===== config.mk =====
export PLATFORM = sky130hd
export DESIGN_NAME = fmau_booth_seq
export DESIGN_NICKNAME = d
export VERILOG_FILES = /design/src/rtl/fmau_booth_seq.sv
export SDC_FILE = /design/constraint.sdc
export NUM_CORES = 1
export LEC_CHECK = 0
export ABC_AREA = 1
export ABC_CLOCK_PERIOD_IN_PS = 10100
export BUFFER_PORTS_ARGS = -buffer_cell sky130_fd_sc_hd__buf_2
export CORE_MARGIN = 4
export CORE_UTILIZATION = 35
export DETAILED_ROUTE_END_ITERATION = 12
export PLACE_DENSITY = 0.61
export SLEW_MARGIN = 20
export SYNTH_ARGS = -nofsm -noshare
export SYNTH_HDL_FRONTEND = slang
export SYNTH_HIERARCHICAL = 1
export SYNTH_SLANG_ARGS = --single-unit

===== constraint.sdc =====
create_clock -name forever_cpuclk -period 10.1 [get_ports forever_cpuclk]
set_input_delay 0 -clock forever_cpuclk [delete_from_list [all_inputs] [get_ports forever_cpuclk]]
set_output_delay 0 -clock forever_cpuclk [all_outputs]
set_load 0.02 [all_outputs]

===== src/rtl/fmau_booth_seq.sv =====
// fmau_booth_seq: iterative radix-4 Booth multiplier, signed 25x25 -> 50 bits.
// One Booth digit is retired per clock; the product is held in DONE until
// the consumer takes it.
// Optional build macro: FMAU_BOOTH_SEQ_EARLY_TERM_EN. When it is defined, CALC
// stops as soon as the remaining multiplier digits are all zero.

// Radix-4 Booth digit encoder.
// {~sn, product} + h is the signed partial product d*A, with d in {-2..+2}.
module fmau_booth_enc (
  input  logic [24:0] a,
  input  logic [2:0]  code,
  output logic [24:0] product,
  output logic        sn,
  output logic [1:0]  h
);

  // Select the magnitude (A or 2A) and invert it for negative digits;
  // h supplies the +1 that completes the two's complement.
  always_comb begin
    product = '0;
    sn      = 1'b1;
    h       = 2'd0;
    case (code)
      3'b001, 3'b010: begin
        product = a;
        sn      = ~a[24];
      end
      3'b011: begin
        product = {a[23:0], 1'b0};
        sn      = ~a[24];
      end
      3'b100: begin
        product = {~a[23:0], 1'b1};
        sn      = a[24];
        h       = 2'd1;
      end
      3'b101, 3'b110: begin
        product = ~a;
        sn      = a[24];
        h       = 2'd1;
      end
      default: begin
        product = '0;
        sn      = 1'b1;
        h       = 2'd0;
      end
    endcase
  end

endmodule

module fmau_booth_seq (
  input  logic        forever_cpuclk,
  input  logic        cpurst,
  input  logic        req_vld,
  output logic        req_rdy,
  input  logic [24:0] req_a,
  input  logic [24:0] req_b,
  input  logic        flush,
  output logic        res_vld,
  input  logic        res_rdy,
  output logic [49:0] res_prod,
  output logic        busy
);

  typedef enum logic [1:0] {
    ST_IDLE = 2'd0,
    ST_CALC = 2'd1,
    ST_DONE = 2'd2
  } state_t;

  state_t      state_reg;
  state_t      state_next;
  logic [24:0] a_reg;
  // b_reg[j] holds multiplier bit j-1: bit 0 is the implicit B[-1]=0 and
  // bit 26 is the sign extension B[25].
  logic [26:0] b_reg;
  logic [49:0] acc_reg;
  logic [3:0]  cnt_reg;

  logic [2:0]  digit_code [16];
  logic [2:0]  code;
  logic [24:0] enc_product;
  logic        enc_sn;
  logic [1:0]  enc_h;
  logic [49:0] pp_ext;
  logic [49:0] pp_shift;
  logic        calc_last;

  // Overlapping 3-bit windows of the multiplier, one per Booth digit.
  generate
    for (genvar gi = 0; gi < 13; gi++) begin : g_digit
      assign digit_code[gi] = b_reg[2*gi+2 : 2*gi];
    end
    for (genvar gi = 13; gi < 16; gi++) begin : g_digit_pad
      assign digit_code[gi] = 3'b000;
    end
  endgenerate

  assign code = digit_code[cnt_reg];

  fmau_booth_enc u_enc (
    .a       (a_reg),
    .code    (code),
    .product (enc_product),
    .sn      (enc_sn),
    .h       (enc_h)
  );

  // Sign-extend the 26-bit partial product before adding h so the
  // -2*(-2^24) corner does not wrap.
  assign pp_ext   = {{24{~enc_sn}}, ~enc_sn, enc_product} + {48'd0, enc_h};
  assign pp_shift = pp_ext << {cnt_reg, 1'b0};

`ifdef FMAU_BOOTH_SEQ_EARLY_TERM_EN
  // term_ok[i]: after digit i, every remaining window lies inside a run of
  // equal multiplier bits, so every later digit encodes to zero.
  logic [15:0] term_ok;
  generate
    for (genvar gi = 0; gi < 13; gi++) begin : g_term
      assign term_ok[gi] = (&b_reg[26:2*gi+2]) | ~(|b_reg[26:2*gi+2]);
    end
  endgenerate
  assign term_ok[15:13] = 3'b111;
  assign calc_last = (cnt_reg == 4'd12) || term_ok[cnt_reg];
`else
  assign calc_last = (cnt_reg == 4'd12);
`endif

  // State register.
  always_ff @(posedge forever_cpuclk) begin
    if (cpurst) begin
      state_reg <= ST_IDLE;
    end else begin
      state_reg <= state_next;
    end
  end

  // Next-state and handshake outputs; flush overrides every transition.
  always_comb begin
    state_next = state_reg;
    req_rdy    = 1'b0;
    res_vld    = 1'b0;
    busy       = 1'b1;
    case (state_reg)
      ST_IDLE: begin
        req_rdy = 1'b1;
        busy    = 1'b0;
        if (req_vld) state_next = ST_CALC;
      end
      ST_CALC: begin
        if (calc_last) state_next = ST_DONE;
      end
      ST_DONE: begin
        res_vld = 1'b1;
        if (res_rdy) state_next = ST_IDLE;
      end
      default: begin
        state_next = ST_IDLE;
      end
    endcase
    if (flush) state_next = ST_IDLE;
  end

  // Operand capture, digit counter and product accumulation.
  always_ff @(posedge forever_cpuclk) begin
    if (cpurst) begin
      a_reg   <= '0;
      b_reg   <= '0;
      acc_reg <= '0;
      cnt_reg <= '0;
    end else if (flush) begin
      acc_reg <= '0;
      cnt_reg <= '0;
    end else begin
      case (state_reg)
        ST_IDLE: begin
          if (req_vld) begin
            a_reg   <= req_a;
            b_reg   <= {req_b[24], req_b, 1'b0};
            acc_reg <= '0;
            cnt_reg <= '0;
          end
        end
        ST_CALC: begin
          acc_reg <= acc_reg + pp_shift;
          cnt_reg <= cnt_reg + 4'd1;
        end
        default: begin
          acc_reg <= acc_reg;
        end
      endcase
    end
  end

  assign res_prod = acc_reg;

endmodule


==> results.toml <==
[setup_path]
crit_buf_inv = 8
critPathKind = "flip-flop to flip-flop"
critPathMaxFanout = 33
max_stage_delay_ns = 0.75
crit_family = "compound AO/OA/AOI/OAI gates"
cp-start-kind = "flip-flop"
endpoint_kind = "flip-flop"
path_common_cell = "nand2_1"
crit_required_ns = 10.30
cp.arrival_ns = 9.02
cp_slowest_cell = "nor2_1"

[drt]
wl_per_cell_um = 16.4
antenna_left = 0
drt_iter0_markers = 1196
avgViaCountPerCell = 5.28
firstDrtPassIters = 6
drt-total-wl_um = 38900
drc = 0
via_count = 12600

[synth]
ys.flop_type = "dfxtp_1"
synth_top_area_share_pct = 20.1
synth_seq_area_share_pct = 20.1
yosysWarnings = 6
synth_edf_count = 0
netlist_area_mm2 = 0.0105
yosys.area.top_type = "dfxtp_1"
synth_area_per_cell_um2 = 5.64
synth.net_count = 1983
synth_area_leaders = "dfxtp_1 20%, nand2_1 18%, nor2_1 8.3%"
yosysMostFrequentCell = "nand2_1"
ys_ff_latch = 106
synthTopCellsByCount = "512 x nand2_1, 232 x nor2_1, 210 x inv_1"
synth_cell_type_count = 49
ys_async_sr_fraction_pct = 0
netlist_instances = 1871

[placed_design]
port_buffers = 107
dpl_cell_area_mm2 = 0.0113
dp_hpwl_um = 30600
gp_congestion = 0.956
dp.cells = 2307

[global_routing]
grt_max_degree = 59
track_usage_pct = 23.0
grt.overflow.total = 0
grt_pass1_vias = 11500
grt_pass1_wl_um = 62100
antenna_found_initial = 0

[layout]
design_area_mm2 = 0.0122
largest_reg_flops = 50
stdcell_count = 2378
insertedDiodeCount = 0
nNetsFinal = 2095
utilization_pct = 41.0
drive_gt1_share_pct = 8.80
areaGrowthSynthToFinish_pct = 15.5
nFillCells = 3266

[clock_tree]
cts_tree = "yes"
postCtsSetupRepairBufs = 0
clk_path_buf_depth = 2
numCtsBuffers = 9
clock_sinks = 106
path_clk_slew_ns = 0.08
cts-root-buf = "clkbuf_16"
clkLatencyLatePin_ns = 0.37
cts.htree.levels = 3

[floorplanning]
fp.dieArea_mm2 = 0.0330
die_h_um = 182
coreArea_mm2 = 0.0297
row_count = 63
ios = 108
initial_core_util_pct = 35.5
die-width_um = 182

[timing]
grt_setup_unrepaired = "false"
finalCritPeriodShare_pct = 87.3
maxClockFrequency_mhz = 113
setup_viol = 0
slew_headroom_pct = 27.0
min_period_ns = 8.82
hold_slack_ns = 0.101
skew_ns = 0.0102
maxSlewViolCount = 0
worst_pin_slew_ns = 1.09
setup-tns-final_ns = 0
hold_viol = 0

[min_path]
hp-class = "input pin to flip-flop"

[pwr]
power_density_mw_per_mm2 = 96.9
leakage_nw = 5.65
vdd_drop_max_mv = 0.102

[job]
drv_cap = 0

[status]
status = "finished clean"
==> cells by family (layout without fill, tap and decap cells) <==
logic type	Yosys count	count (layout)	share of synthesized area, %
AND/OR/NAND/NOR	993	993	39.9
AO/OA/AOI/OAI	413	413	21.0
buffers and inverters	286	403	10.7
flip-flops	106	106	20.1
adder cells (fa/ha/maj)	57	57	6.90
XOR/XNOR	10	10	0.830
multiplexers	5	5	0.475
other	1	1	0.0356
==> worst register-to-register path: cells and delay by family (launching register included) <==
family / cells / cell delay [ns]
flops: 1 / 0.31
compound gates: 12 / 3.08
buf+inv: 8 / 1.56
fa+ha+maj: 2 / 0.84
simple gates: 14 / 2.86
==> what timing repair did <==
| action | in CTS | in global routing |
|---|---|---|
| hold endpoints to repair | 52 | 0 |
| hold buffers | 55 | 0 |
| resized for setup | 0 | 0 |
| endpoints found under the setup margin | 0 | 0 |
==> cell type report <==
| cell class | count | area, um^2 | share of cell area (%) |
|---|---|---|---|
| inverters | 216 | 811 | 6.66 |
| clock buffers | 9 | 225 | 1.85 |
| repair buffers | 171 | 1150 | 9.47 |
| well taps | 390 | 488 | 4.01 |
| multi-input cells | 1479 | 7310 | 60.0 |
| flip-flops and latches | 106 | 2120 | 17.4 |
| clock inverters | 7 | 71.3 | 0.586 |
==> metrics by stage <==
| step | worst slack [ns] | power [mW] |
|---|---|---|
| 2_1_floorplan | 4.56 | 0.691 |
| 3_3_place_gp | 1.50 | 0.794 |
| 3_5_place_dp | 1.47 | 0.795 |
| 4_1_cts | 1.42 | 1.19 |
| 5_1_grt | 0.418 | 1.25 |
| 6_report | 1.28 | 1.18 |
==> routing by layer <==
| layer | vias to the layer above | GRT usage [%] | part of all wire [%] |
|---|---|---|---|
| li1 | 6349 | - | - |
| met3 | 44 | 3.23 | 6.9 |
| met1 | 5723 | 33.7 | 49 |
| met2 | 451 | 35.7 | 43 |
| met5 | - | 0 | 0 |
| met4 | 0 | 5.37 | 1.8 |
==> placed cells by master, fill, tap and decap left out, drive strengths merged, types with 3 or more instances in the layout <==
cell,netlist,layout
a211oi,3,3
nor4,9,9
nand4,16,16
a22oi,4,4
a31oi,6,6
clkbuf,42,9
nand3,171,171
nand2,521,521
xor2,7,7
or2,17,17
a21oi,161,161
xnor2,3,3
clkinv,4,6
ha,55,55
mux2i,5,5
buf,28,116
and2,3,3
nor3,9,9
o21ai,189,189
dlygate4sd3,0,55
o22ai,7,7
nor2,241,241
o211ai,5,5
a21o,8,8
dfxtp,106,106
inv,212,215
o21bai,17,17
a21boi,6,6
==> worst paths after layout <==
check	cells past startpoint	slack (ns)	start	endpoint
max reg2reg	36	1.28	cnt_reg[1]	res_prod[18]
min reg2reg	2	0.49	b_reg[4]	b_reg[4]
min	5	0.10	req_vld	state_reg[0]
max	36	1.28	cnt_reg[1]	res_prod[18]
==> where the power goes <==
group / internal [mW] / switching (mW)
Sequential: 0.434 / 0.0144
Combinational: 0.119 / 0.241
Clock: 0.175 / 0.196
No activity file was read; power rests on OpenSTA's default activity.
